`src/rtl/ps2_pkg.sv`:
```
// ----------------------------------------------------------------------------
// ps2_pkg
// Shared PS/2 mouse definitions: host command bytes, device reply bytes,
// device IDs, the init-controller state type and the init command table.
// ----------------------------------------------------------------------------
package ps2_pkg;

  // Host -> device commands
  localparam logic [7:0] PS2_CMD_RESET_CMD       = 8'hFF;
  localparam logic [7:0] PS2_CMD_SET_STREAM_MODE = 8'hEA;
  localparam logic [7:0] PS2_CMD_ENABLE_DATA_REP = 8'hF4;
  localparam logic [7:0] PS2_CMD_SET_SAMPLE_RATE = 8'hF3;
  localparam logic [7:0] PS2_CMD_GET_DEVICE_ID   = 8'hF2;

  // Device -> host replies
  localparam logic [7:0] PS2_RD_ACK      = 8'hFA;
  localparam logic [7:0] PS2_RD_RESEND   = 8'hFE;
  localparam logic [7:0] PS2_RD_BAT_OK   = 8'hAA;
  localparam logic [7:0] PS2_RD_BAT_FAIL = 8'hFC;

  // Device IDs
  localparam logic [7:0] PS2_ID_STD   = 8'h00;
  localparam logic [7:0] PS2_ID_WHEEL = 8'h03;

  // Magic sample-rate knock that unlocks the IntelliMouse wheel
  localparam logic [7:0] PS2_PROBE_RATE_1 = 8'hC8;
  localparam logic [7:0] PS2_PROBE_RATE_2 = 8'h64;
  localparam logic [7:0] PS2_PROBE_RATE_3 = 8'h50;

  // Positions in the full (wheel-enabled) command table
  localparam logic [3:0] TBL_RESET  = 4'd0;
  localparam logic [3:0] TBL_DEVID  = 4'd7;
  localparam logic [3:0] TBL_SKIP   = 4'd7;   // entries skipped without wheel probe

  typedef enum logic [2:0] {
    ST_IDLE,
    ST_SEND,
    ST_WAIT_ACK,
    ST_WAIT_BAT,
    ST_WAIT_ID0,
    ST_WAIT_DEVID,
    ST_STREAM,
    ST_ERROR
  } ctrl_state_t;

  // Full init table; the non-wheel sequence is entry 0 followed by 8..11.
  function automatic logic [7:0] cmd_lookup(input logic [3:0] idx,
                                            input logic [7:0] rate);
    case (idx)
      4'd0:    cmd_lookup = PS2_CMD_RESET_CMD;
      4'd1:    cmd_lookup = PS2_CMD_SET_SAMPLE_RATE;
      4'd2:    cmd_lookup = PS2_PROBE_RATE_1;
      4'd3:    cmd_lookup = PS2_CMD_SET_SAMPLE_RATE;
      4'd4:    cmd_lookup = PS2_PROBE_RATE_2;
      4'd5:    cmd_lookup = PS2_CMD_SET_SAMPLE_RATE;
      4'd6:    cmd_lookup = PS2_PROBE_RATE_3;
      4'd7:    cmd_lookup = PS2_CMD_GET_DEVICE_ID;
      4'd8:    cmd_lookup = PS2_CMD_SET_SAMPLE_RATE;
      4'd9:    cmd_lookup = rate;
      4'd10:   cmd_lookup = PS2_CMD_SET_STREAM_MODE;
      default: cmd_lookup = PS2_CMD_ENABLE_DATA_REP;
    endcase
  endfunction

endpackage

```
`src/rtl/mouse_stream_ctrl_pkt_asm.sv`:
```
// ----------------------------------------------------------------------------
// mouse_pkt_asm
// Assembles 3- or 4-byte PS/2 mouse packets in stream mode. Drops byte-1
// candidates without the always-one bit 3, and discards a partial packet when
// the inter-byte gap times out.
//   clk, rst_n      clock, async active-low reset
//   enable          stream phase active; idx held at 0 otherwise
//   wheel_mode      1 = 4-byte packets, 0 = 3-byte packets
//   timeout         inter-byte gap limit reached this cycle
//   rx_valid/data   received byte pulse
//   pkt_valid       one-cycle pulse, pkt_byte_1..4 just updated
//   sync_err        one-cycle pulse, byte dropped or partial packet discarded
// ----------------------------------------------------------------------------
module mouse_pkt_asm
  import ps2_pkg::*;
(
  input  logic       clk,
  input  logic       rst_n,
  input  logic       enable,
  input  logic       wheel_mode,
  input  logic       timeout,
  input  logic       rx_valid,
  input  logic [7:0] rx_data,
  output logic       pkt_valid,
  output logic [7:0] pkt_byte_1,
  output logic [7:0] pkt_byte_2,
  output logic [7:0] pkt_byte_3,
  output logic [7:0] pkt_byte_4,
  output logic       sync_err
);

  logic [1:0] idx;
  logic [7:0] buf_0, buf_1, buf_2;
  logic       flush;
  logic [1:0] cur_idx;
  logic [1:0] last_idx;

  // A timeout on a partial packet wins over a same-cycle byte, which is then
  // treated as a fresh byte 1.
  assign flush    = enable && timeout && (idx != 2'd0);
  assign cur_idx  = flush ? 2'd0 : idx;
  assign last_idx = wheel_mode ? 2'd3 : 2'd2;

  always_ff @(posedge clk or negedge rst_n) begin
    if (!rst_n) begin
      idx        <= '0;
      buf_0      <= '0;
      buf_1      <= '0;
      buf_2      <= '0;
      pkt_valid  <= 1'b0;
      pkt_byte_1 <= '0;
      pkt_byte_2 <= '0;
      pkt_byte_3 <= '0;
      pkt_byte_4 <= '0;
      sync_err   <= 1'b0;
    end else begin
      pkt_valid <= 1'b0;
      sync_err  <= 1'b0;
      if (!enable) begin
        idx <= '0;
      end else begin
        if (flush) begin
          idx      <= '0;
          sync_err <= 1'b1;
        end
        if (rx_valid) begin
          if (cur_idx == 2'd0 && !rx_data[3]) begin
            sync_err <= 1'b1;
          end else if (cur_idx == last_idx) begin
            idx        <= '0;
            pkt_valid  <= 1'b1;
            pkt_byte_1 <= buf_0;
            pkt_byte_2 <= buf_1;
            pkt_byte_3 <= wheel_mode ? buf_2 : rx_data;
            pkt_byte_4 <= wheel_mode ? rx_data : 8'h00;
          end else begin
            case (cur_idx)
              2'd0:    buf_0 <= rx_data;
              2'd1:    buf_1 <= rx_data;
              default: buf_2 <= rx_data;
            endcase
            idx <= cur_idx + 2'd1;
          end
        end
      end
    end
  end

endmodule

```
`src/rtl/mouse_stream_ctrl.sv`:
```
// ----------------------------------------------------------------------------
// mouse_stream_ctrl
// PS/2 mouse init + stream controller. Walks a command table (reset, optional
// wheel probe, sample rate, stream mode, enable) with ACK/RESEND retries and
// timeouts, then hands received bytes to the packet assembler.
//   clk, rst_n         clock, async active-low reset
//   ps2_tx_ready       tx engine can accept a byte
//   ps2_rddata_valid   one-cycle pulse, ps2_rd_data valid
//   ps2_wr_stb/data    one-cycle write strobe; data held until next strobe
//   init_done          stream phase active
//   init_err           init failed, sticky until reset
//   wheel_mode         device reported ID 03, 4-byte packets
//   pkt_valid, pkt_byte_1..4, sync_err   packet assembler outputs
// ----------------------------------------------------------------------------
module mouse_stream_ctrl
  import ps2_pkg::*;
#(
  parameter bit          WHEEL_EN    = 1'b1,
  parameter logic [7:0]  SAMPLE_RATE = 8'd100,
  parameter int unsigned MAX_RETRY   = 3,
  parameter logic [23:0] ACK_TIMEOUT = 24'd100000,
  parameter logic [23:0] BAT_TIMEOUT = 24'd10000000
) (
  input  logic       clk,
  input  logic       rst_n,
  input  logic       ps2_tx_ready,
  input  logic       ps2_rddata_valid,
  input  logic [7:0] ps2_rd_data,
  output logic       ps2_wr_stb,
  output logic [7:0] ps2_wr_data,
  output logic       init_done,
  output logic       init_err,
  output logic       wheel_mode,
  output logic       pkt_valid,
  output logic [7:0] pkt_byte_1,
  output logic [7:0] pkt_byte_2,
  output logic [7:0] pkt_byte_3,
  output logic [7:0] pkt_byte_4,
  output logic       sync_err
);

  localparam int RETRY_W = (MAX_RETRY > 1) ? $clog2(MAX_RETRY) : 1;
  localparam logic [RETRY_W-1:0] RETRY_LAST = RETRY_W'(MAX_RETRY - 1);
  localparam logic [3:0] LAST_STEP = WHEEL_EN ? 4'd11 : 4'd4;

  ctrl_state_t        state;
  logic [3:0]         step;
  logic [RETRY_W-1:0] retry;
  logic [23:0]        timer;
  logic [23:0]        timer_inc;
  logic [3:0]         tbl_idx;
  logic               rx_ack;
  logic               retry_exhausted;

  // Without the wheel probe, step 1 onwards maps past the probe entries.
  assign tbl_idx         = (WHEEL_EN || step == 4'd0) ? step : step + TBL_SKIP;
  assign timer_inc       = (timer == '1) ? timer : timer + 24'd1;
  assign rx_ack          = ps2_rddata_valid && (ps2_rd_data == PS2_RD_ACK);
  assign retry_exhausted = (retry == RETRY_LAST);

  // NOTE: every register here uses non-blocking assignment; the defaults at
  // the top of the else branch are overridden by later assignments in the
  // case, so "last write wins" gives one-cycle strobes and timer clears.
  always_ff @(posedge clk or negedge rst_n) begin
    if (!rst_n) begin
      state       <= ST_IDLE;
      step        <= '0;
      retry       <= '0;
      timer       <= '0;
      ps2_wr_stb  <= 1'b0;
      ps2_wr_data <= '0;
      init_done   <= 1'b0;
      init_err    <= 1'b0;
      wheel_mode  <= 1'b0;
    end else begin
      ps2_wr_stb <= 1'b0;
      timer      <= timer_inc;
      case (state)
        ST_IDLE: begin
          if (ps2_tx_ready) begin
            state <= ST_SEND;
            timer <= '0;
          end
        end

        ST_SEND: begin
          if (ps2_tx_ready) begin
            ps2_wr_stb  <= 1'b1;
            ps2_wr_data <= cmd_lookup(tbl_idx, SAMPLE_RATE);
            timer       <= '0;
            state       <= ST_WAIT_ACK;
          end
        end

        ST_WAIT_ACK: begin
          if (rx_ack) begin
            timer <= '0;
            if (tbl_idx == TBL_RESET) begin
              state <= ST_WAIT_BAT;
            end else if (tbl_idx == TBL_DEVID) begin
              state <= ST_WAIT_DEVID;
            end else if (step == LAST_STEP) begin
              state     <= ST_STREAM;
              init_done <= 1'b1;
            end else begin
              step  <= step + 4'd1;
              retry <= '0;
              state <= ST_SEND;
            end
          end else if (ps2_rddata_valid || timer == ACK_TIMEOUT) begin
            // RESEND, garbage and silence are all treated as a failed attempt
            timer <= '0;
            if (retry_exhausted) begin
              state    <= ST_ERROR;
              init_err <= 1'b1;
            end else begin
              retry <= retry + 1'b1;
              state <= ST_SEND;
            end
          end
        end

        ST_WAIT_BAT: begin
          if (ps2_rddata_valid && ps2_rd_data == PS2_RD_BAT_OK) begin
            state <= ST_WAIT_ID0;
            timer <= '0;
          end else if ((ps2_rddata_valid && ps2_rd_data == PS2_RD_BAT_FAIL) ||
                       timer == BAT_TIMEOUT) begin
            state    <= ST_ERROR;
            init_err <= 1'b1;
            timer    <= '0;
          end
        end

        ST_WAIT_ID0: begin
          if (ps2_rddata_valid) begin
            step  <= step + 4'd1;
            retry <= '0;
            state <= ST_SEND;
            timer <= '0;
          end else if (timer == BAT_TIMEOUT) begin
            state    <= ST_ERROR;
            init_err <= 1'b1;
            timer    <= '0;
          end
        end

        ST_WAIT_DEVID: begin
          if (ps2_rddata_valid) begin
            wheel_mode <= (ps2_rd_data == PS2_ID_WHEEL);
            step       <= step + 4'd1;
            retry      <= '0;
            state      <= ST_SEND;
            timer      <= '0;
          end else if (timer == ACK_TIMEOUT) begin
            // Missing ID counts as another attempt at F2
            timer <= '0;
            if (retry_exhausted) begin
              state    <= ST_ERROR;
              init_err <= 1'b1;
            end else begin
              retry <= retry + 1'b1;
              state <= ST_SEND;
            end
          end
        end

        ST_STREAM: begin
          if (ps2_rddata_valid) timer <= '0;
        end

        ST_ERROR: ;

        default: state <= ST_IDLE;
      endcase
    end
  end

  mouse_pkt_asm u_pkt_asm (
    .clk        (clk),
    .rst_n      (rst_n),
    .enable     (init_done),
    .wheel_mode (wheel_mode),
    .timeout    ((state == ST_STREAM) && (timer == ACK_TIMEOUT)),
    .rx_valid   (ps2_rddata_valid),
    .rx_data    (ps2_rd_data),
    .pkt_valid  (pkt_valid),
    .pkt_byte_1 (pkt_byte_1),
    .pkt_byte_2 (pkt_byte_2),
    .pkt_byte_3 (pkt_byte_3),
    .pkt_byte_4 (pkt_byte_4),
    .sync_err   (sync_err)
  );

endmodule

```
`config.mk`:
```
export PLATFORM = sky130hd
export DESIGN_NAME = mouse_stream_ctrl
export DESIGN_NICKNAME = d
export VERILOG_FILES = /design/src/rtl/ps2_pkg.sv /design/src/rtl/mouse_stream_ctrl_pkt_asm.sv /design/src/rtl/mouse_stream_ctrl.sv
export SDC_FILE = /design/constraint.sdc
export NUM_CORES = 1
export LEC_CHECK = 0
export CAP_MARGIN = 10
export CORE_MARGIN = 1.5
export CORE_UTILIZATION = 61
export DETAILED_ROUTE_END_ITERATION = 12
export PLACE_DENSITY = 0.95
export SETUP_SLACK_MARGIN = 0.2
export SYNTH_ARGS = -nofsm -noshare
export SYNTH_HDL_FRONTEND = slang
export SYNTH_SLANG_ARGS = --single-unit
```
`constraint.sdc`:
```
create_clock -name clk -period 7.3 [get_ports clk]
set_clock_uncertainty 0.2 [all_clocks]
set_input_delay 1.46 -clock clk [delete_from_list [all_inputs] [get_ports clk]]
set_output_delay 1.46 -clock clk [all_outputs]
set_load 0.005 [all_outputs]
```
; ---- After elaboration in Yosys (flattened, before gate mapping)
; Memory sizes are Yosys's and may differ from the RTL's. A register that Yosys moved wholly into a read port is not among the register bits.
; Index checks and enable logic that the tools add are counted.
[word_totals]
register_bits = 105
mem_bits_ro = 112
word_cells = 174
memories = 1
[memory_table]
columns = name, depth, width, read_ports, rd_ports_with_merged_regs, wr, line_no
row1 = (name not given), 16, 7, 1, 1, 0, ps2_pkg.sv:49  ; case (idx)
[op_classes]
add_sub_neg = 4
eq_ne = 41
mux = 71
bitwise = 5
n_reduce_logical = 33
[ops]
columns = cell, count
row1 = $mux 24, 11
row2 = $pmux 24 s6, 1
row3 = $eq 24x24->1 const B, 2
row4 = $mux 3, 14
row5 = $ne 2x2->1 const B, 15
row6 = $mux 2, 14
row7 = $add 24x1->24 const B, 1
row8 = $eq 24x17->1 const B, 1
row9 = $eq 8x8->1 const B, 3
row10 = $ne 3x3->1 const B, 7
row11 = $mux 1, 20
row12 = $mux 4, 5
row13 = $reduce_and 5->1, 4
row14 = $pmux 3 s6, 1
row15 = $mux 8, 2
row16 = $reduce_and 7->1, 2
row17 = $eq 3x3->1 const B, 3
row18 = $reduce_and 9->1, 1
row19 = $eq 8x2->1 const B, 1
row20 = $pmux 4 s2, 1
row21 = $logic_and 1x1->1, 7
row22 = $eq 3x2->1 const B, 2
row23 = $pmux 2 s3, 1
row24 = $reduce_and 6->1, 1
row25 = other kinds (23), 34

; ---- Longest topological paths before layout
[logic_depth]
word_depth = 10
mapped_depth = 14
ltp_nobuf = 12

; ---- Modules after synthesis
; A second synthesis with hierarchy kept.
[hier_totals]
cells_unflattened = 501
hier_area_um2 = 5641.7
[by_module_without_submodules]
columns = mod, instances, cells_each, area_each_um2
row1 = mouse_stream_ctrl, 1, 335, 3141.8
row2 = mouse_pkt_asm, 1, 166, 2499.9

; ---- Least setup slack after synthesis
; Ideal clock, no wire load.
[synth_path]
path_type = input to register
from = in ps2_rd_data[4]
to = reg timer[0]
arrival_time_ns = 3.036
t_required_ns = 6.979
slack_ns = 3.943
cell_stages = 7
n_path_buf = 2
path_cell_list = clkbuf_1 nor4b_1 o211ai_1 a31o_2 a211oi_2 buf_2 nor2_1
[synth_via]
elab_chain_cells = 6
[synth_lines]
columns = item, line_no
row1 = from (decl), mouse_stream_ctrl.sv:28  ; input logic [7:0] ps2_rd_data,
row2 = $eq 8x8->1, mouse_stream_ctrl.sv:127  ; end else if ((ps2_rddata_valid && ps2_rd_data == PS2_RD_BAT_FAIL) ||
row3 = $logic_and 1x1->1, mouse_stream_ctrl.sv:127
row4 = $logic_or 1x1->1, mouse_stream_ctrl.sv:127
row5 = $mux 24, mouse_stream_ctrl.sv:127
row6 = $mux 24, mouse_stream_ctrl.sv:124  ; if (ps2_rddata_valid && ps2_rd_data == PS2_RD_BAT_OK) begin
row7 = $pmux 24 s6 *, mouse_stream_ctrl.sv:78  ; case (state)
row8 = to (signal assigned), mouse_stream_ctrl.sv:77  ; timer <= timer_inc;
row9 = to (decl), mouse_stream_ctrl.sv:49  ; logic [23:0] timer;
; Every way passes the cells marked *; elsewhere a longest branch is shown, timed or not.
; A chain may end at the register's enable or synchronous reset.

; ---- Worst setup path in the final report
[layout_path]
from = in ps2_rddata_valid
to = reg state[0]
[layout_via]
elab_chain_cells = 4
[layout_lines]
columns = item, line_no
row1 = from (decl), mouse_stream_ctrl.sv:27  ; input logic ps2_rddata_valid,
row2 = $logic_and 1x1->1, mouse_stream_ctrl.sv:127
row3 = $logic_or 1x1->1, mouse_stream_ctrl.sv:127
row4 = $ne 3x3->1 (no source line), n/a
row5 = $reduce_and 7->1 (no source line), n/a
row6 = to (signal assigned), mouse_stream_ctrl.sv:125  ; state <= ST_WAIT_ID0;
row7 = to (signal assigned), mouse_stream_ctrl.sv:129  ; state <= ST_ERROR;
row8 = to (signal assigned), mouse_stream_ctrl.sv:139  ; state <= ST_SEND;
row9 = to (decl), mouse_stream_ctrl.sv:46  ; ctrl_state_t state;
; Several ways; a longest one is shown, not always the timed one.

==> impl_metrics.csv <==
group,metric,value,unit
run_status,status,"finished clean",
synthesis,ys_seq_elements,105,
sta,max_slew_margin,38.1,%
synthesis,synth_warnings,0,
critical_path,worst_setup_path_start_kind,"input port",
critical_path,end_kind,"flop",
floorplanning,ioPinCount,58,
clock_tree,cts-resized-gates,0,
synthesis,async_reset_ff_share,100,%
placed_design,port_buffers,57,
power,leakage,2.67,nW
clock_tree,cts_max_path_buffers,2,
global_routing,grt_usage,26.2,%
sta,worst_slew_pin_slew,0.921,ns
placed_design,dpl.cell_count,664,
critical_path,arrival,3.96,ns
synthesis,ys_seq_area_share,47.8,%
critical_path,slowest_stage,"clkdlybuf4s50_1",
sta,fin_worst_hold_slack,0.281,ns
floorplanning,die_y,97.9,µm
power,ir_worst_vdd,237,µV
sta,period_needed,3.93,ns
sta,clock.fmax,0.255,GHz
cells_and_area,stdcell_count,680,
clock_tree,root_buffer,"clkbuf_8",
clock_tree,insertion_delay,0.37,ns
placed_design,gp_congestion,0.960,
synthesis,synth_edf_count,0,
job,max-cap-violations,0,
power,pwr-share-seq,42.7,%
critical_path,critical_path.max_stage_delay,0.81,ns
routing,firstDrtPassIters,5,
critical_path,cp_top_family,"buffers and inverters",
synthesis,postSynthNetCount,545,
power,power_density,363,mW/mm²
global_routing,grt_pass1_vias,4295,
synthesis,synth.avg_cell_area,10.6,µm²
clock_tree,h-tree-depth,3,
global_routing,overflow,0,
routing,wire_per_inst,17.7,µm
global_routing,antenna_found_initial,0,
cells_and_area,drive_gt1_share,15.6,%
sta,hold_violations,0,
cells_and_area,final_common_cell,"dfrtp_1",
synthesis,ys_top_cells_by_area,"dfrtp_1, mux2_2, ha_1, nand2_1, mux2i_1",
routing,wirelength,12.1,mm
sta,tns,0,ns
power,combPwrFrac,42.0,%
synthesis,ys_types,61,
power,intPower,1.45,mW
routing,ant_nets,0,
clock_tree,cts_buffers,9,
sta,finalSetupViolations,0,
power,clkPwrFrac,15.3,%
cells_and_area,num_antenna_cells,0,
power,p_total,2.29,mW
routing,vias,4232,
critical_path,cp_cell_sequence,"clkdlybuf4s50_1, inv_1, nor4_1, nand3_1, a211oi_1, mux2i_1",
floorplanning,dieArea,0.00959,mm²
clock_tree,ctsHoldBuffers,0,
critical_path,cp_max_fo,15,
synthesis,synth-main-ff-cell,"dfrtp_1",
cells_and_area,final_nets,592,
floorplanning,rows,34,
critical_path,crit_buf_inv,2,
synthesis,netlist_area,0.00549,mm²
clock_tree,post_cts_buffers,0,
routing,drtIter0Drc,283,
critical_path,critPathRequiredTime,7.34,ns
global_routing,grt_pass1_wl,20.5,mm
sta,min_period_over_period,53.8,%
routing,route.detailed.drc,0,
min_path,holdCritPathClass,"reg -> reg",
sta,slew_violations,0,
synthesis,synth_cells,520,
power,swShare,36.8,%
synthesis,yosysTopAreaCell,"dfrtp_1",
cells_and_area,area_growth_syn_to_layout,14.7,%
clock_tree,numClockSinks,105,
synthesis,synth_top_area_share,47.8,%
cells_and_area,final_cell_mix,"dfrtp_1, mux2_2, clkdlybuf4s50_1",
routing,vias_per_cell,6.22,
placed_design,place_hpwl,8.47,mm
floorplanning,core-area,0.00872,mm²
global_routing,grt_max_degree,59,
clock_tree,clkTransAtPathRegs,0.10,ns
floorplanning,die_width,97.9,µm
sta,rsz0062_at_grt,"false",
floorplanning,start_util,63.0,%
clock_tree,cts_tree,"done",
power,netSwitchingPower,0.843,mW
critical_path,critPathKind,"in -> reg",
==> flip-flops by register name, summed over array words and instances (netlist names), 4 cells and up <==
signal / flops
u_pkt_asm.pkt_byte_2: 8
step: 4
ps2_wr_data: 8
u_pkt_asm.buf_2: 8
u_pkt_asm.pkt_byte_4: 8
u_pkt_asm.buf_0: 8
u_pkt_asm.pkt_byte_3: 8
u_pkt_asm.buf_1: 8
timer: 24
u_pkt_asm.pkt_byte_1: 8
==> final timing paths <==
| path | cells past startpoint | slack, ns | end | start |
|---|---|---|---|---|
| setup / recovery | 6 | 3.37 | state[0]$_DFFE_PN0P_ | ps2_rddata_valid |
| hold / removal | 1 | 0.28 | u_pkt_asm.buf_0[3]$_DFFE_PN0P_ | u_pkt_asm.buf_0[3]$_DFFE_PN0P_ |
| setup reg to reg | 13 | 3.56 | u_pkt_asm.pkt_byte_3[2]$_DFFE_PN0P_ | timer[0]$_DFF_PN0_ |
| hold reg to reg | 1 | 0.28 | u_pkt_asm.buf_0[3]$_DFFE_PN0P_ | u_pkt_asm.buf_0[3]$_DFFE_PN0P_ |
| max in group asynchronous | 2 | 4.87 | u_pkt_asm.buf_2[1]$_DFFE_PN0P_ | rst_n |
| min in group asynchronous | 1 | 0.89 | ps2_wr_data[7]$_DFFE_PN0P_ | rst_n |
==> logic make-up after synthesis <==
kind of cell             Yosys count  share of synthesized area [%]
multiplexers                      70                           14.1
AND/OR/NAND/NOR                  177                           17.7
XOR/XNOR                          17                           2.71
buffers and inverters             54                           4.14
adder cells (fa/ha/maj)           13                           2.96
flip-flops                       105                           47.8
AO/OA/AOI/OAI                     84                           10.6
==> Yosys cell counts, types with 4 or more instances <==
master and instances:
a21oi_1 16, and4_1 5, clkbuf_1 16, or4_1 7
nor3_1 10, mux2i_1 13, nor2_1 33, buf_2 5
or3_1 6, nand2b_1 7, o21ai_0 19, nand4_1 6
a211oi_1 8, and3_1 7, a31oi_1 4, xnor2_1 14
o31ai_1 9, nand2_1 42, dfrtp_1 105, nand3_1 22
mux2_2 57, nor4_1 5, inv_1 30, ha_1 13
==> through the flow <==
step	util, %	cell area [µm²]	setup slack [ns]
final	72.3	6300	3.37
after floorplan	-	5490	3.94
after CTS	72.3	6300	3.44
after detailed placement	70.0	6100	3.06
after global routing	72.3	6300	3.25
after global placement	70.0	6100	3.29
==> worst register-to-register path: cells and delay by family, from the launching register on <==
kind | cells | cell delay [ns]
flip-flops | 1 | 0.43
multiplexers | 1 | 0.42
adder cells (fa/ha/maj) | 2 | 0.35
AND/OR/NAND/NOR | 7 | 1.64
buffers and inverters | 3 | 0.60
==> power by group through the flow <==
| stage | registers [mW] | clock network, mW | logic (mW) |
|---|---|---|---|
| 3_5_place_dp | 0.984 | 0 | 0.959 |
| 4_1_cts | 0.973 | 0.357 | 0.965 |
| 2_1_floorplan | 0.904 | 0 | 0.647 |
| 5_1_grt | 1.01 | 0.379 | 1.05 |
| 6_report | 0.978 | 0.349 | 0.963 |
| 3_3_place_gp | 0.965 | 0 | 0.912 |
==> layer usage <==
layer  wire length (µm)  up-vias  track usage, %
met5                  0        -               0
met4                169        0            7.91
met3                691       18            5.23
met2               6300      183            44.6
met1               4900     2064            33.9
li1                   -     1967               -
==> area by class of cell <==
type / count / area [µm²]
multi-input combinational: 361 / 2640
clock inverter: 7 / 73.8
tap: 108 / 135
clock buffer: 9 / 124
inverter: 30 / 113
sequential: 105 / 2630
timing repair buffer: 60 / 591
fill: 568 / 2420
(Power assumes the default switching activity.)
==> RTL change (same flow settings) <==
Register the output `sync_err`; this adds one clock of latency there. The other outputs are not delayed to match. Comments in the files are not updated.
--- a/src/rtl/mouse_stream_ctrl.sv
+++ b/src/rtl/mouse_stream_ctrl.sv
@@ -45,2 +45,4 @@
 
+  logic sync_err_d;
+
   ctrl_state_t        state;
@@ -191,5 +193,9 @@
     .pkt_byte_4 (pkt_byte_4),
-    .sync_err   (sync_err)
+    .sync_err   (sync_err_d)
   );
 
+  always_ff @(posedge clk) begin
+    sync_err <= sync_err_d;
+  end
+
 endmodule
Behaviour: same outputs for any inputs over 10 cycles, from zero or initial values and one cycle with rst_n low; that may be too few to reach the edited logic, so the function may still have changed.
==> RTL change against the original RTL <==
Sequential share of layout area is 0.23 points lower; core utilization is 0.96 points higher; power is 4.9% higher; sequential cell count is 1 higher; non-clock buffer count stayed put; hold slack worse by 0.13 ns; synthesized area is 0.36% higher; clock power is 20% higher; worst setup slack hardly changed; routed wire length is 5.1% higher; design area is 1.3% higher; critical endpoint is now state[1]$_DFFE_PN0P_; largest power group unchanged; highest routed layer unchanged.
==> RTL change: results (changes against the original RTL) <==
WL/cell 18.6 microns (+4.9%); clk sink count 106 (+0.95%); Async SR Flop Fraction 99.1% (-0.94 points); TNS Setup 0 ns (unchanged); DP HPWL 8630 microns (+1.9%); static leakage power 0.00270 uW (+1.3%); Fillers 546 (-3.9%); postcts setup bufs 0 (unchanged); DR iter-0 viols 329 (+16%); crit path from ps2_rd_data[4]; Worst VDD drop 0.232 mV (-2.2%); HP Class reg2reg; Worst-Skew Late Latency 0.37 ns (about the same); yosys warns 0 (unchanged); drt first pass iters 6 (+1); register area share after synthesis 48.0% (+0.19 points); largest net degree at the start of global routing 71 (+20%); Post-Syn Nets 546 (+0.18%); min-delay src u_pkt_asm.sync_err$_DFF_PN0_; outcome finished, final reports clean; vias in the first global route 4239 (-1.3%); vias per cell 6.45 (+3.6%); Largest register FFs 24 (unchanged); layout cells sized above 1 15.5% (-0.027 points); CTS H-tree lvls 3 (unchanged); RD Place Congestion 0.970 (+1.1%); CTS max path bufs 2 (unchanged); Synth cell types 62 (+1.6%); clock root buffer clkbuf_8; top_reg_cell synth dfrtp_1; Num CTS Buffers 9 (unchanged); Worst Tran Pin Value 0.890 ns (-0.0310 ns); CP max FO 9 (-6); global-route wire length before repair 21100 microns (+2.8%); buffers added on ports 57 (unchanged); Area contributors post-synth dfrtp_1, mux2_2, ha_1; initial antenna violation count 0 (unchanged); CTS resizes 0 (unchanged); n_diodes 0 (unchanged); GRT Overall Usage 27.1% (+0.97 points); layout net count 593 (+0.17%); Most flops, register timer
RTL change: changes by cell type after synthesis, sizes merged:
cell | unedited run | this run
dfxtp | 0 | 1
RTL change: path summary, 6_finish.rpt:
kind | to | slack (ns) | depth (start not counted)
min in group asynchronous | ps2_wr_data[4]$_DFFE_PN0P_ | 0.83 | 1
max | state[1]$_DFFE_PN0P_ | 3.38 | 6
max reg2reg | u_pkt_asm.pkt_byte_2[6]$_DFFE_PN0P_ | 3.52 | 13
min | sync_err$_DFF_P_ | 0.15 | 0
max in group asynchronous | u_pkt_asm.pkt_byte_4[6]$_DFFE_PN0P_ | 4.85 | 2
min reg2reg | sync_err$_DFF_P_ | 0.15 | 0
RTL change: cell families after synthesis:
kind of cell | synth area share, %
and+or+nand+nor | 17.7
DFF | 48.0
AOI/OAI and AO/OA | 10.5
muxes | 14.0
buffers and inverters | 4.13
xor gates and xnor gates | 2.70
adders and majority gates | 2.95
RTL change: worst max-delay path: stages:
cell and delay [ns]:
clkdlybuf4s50_1 0.62, nor4b_1 0.74, o211ai_1 0.21, a31o_2 0.31, a211o_1 0.35, mux2_2 0.29
RTL change: cell type report:
class,count,area (sq um),area share (%)
clock buffers,9,124,1.94
clock inverters,7,118,1.84
inverters,30,113,1.76
multi-input cells,361,2640,41.3
flip-flops and latches,106,2650,41.5
well taps,108,135,2.12
repair buffers,60,611,9.56
RTL change: per-stage QoR:
step | cell area, sq um | hold WS [ns] | util [%] | setup slack (ns) | cells
after floorplan | 5510 | 0.124 | - | 3.94 | 521
after global placement | 6120 | 0.130 | 70.1 | 2.84 | 664
after detailed placement | 6120 | 0.128 | 70.1 | 2.70 | 664
after CTS | 6360 | 0.151 | 72.9 | 3.08 | 680
after global routing | 6390 | 0.175 | 73.2 | 3.36 | 681
final | 6390 | 0.151 | 73.2 | 3.38 | 681
RTL change: where the power goes:
group / internal (uW) / switching, uW
Combinational: 534 / 451
Sequential: 793 / 204
Clock: 203 / 217
Total: 1530 / 873
RTL change: layer usage:
metal | up-vias | GRT usage, % | wire length (microns)
li1 | 1970 | - | -
met1 | 2148 | 35.9 | 5100
met2 | 217 | 46.3 | 6410
met3 | 55 | 4.01 | 784
met4 | 0 | 8.68 | 380
met5 | - | 0 | 0
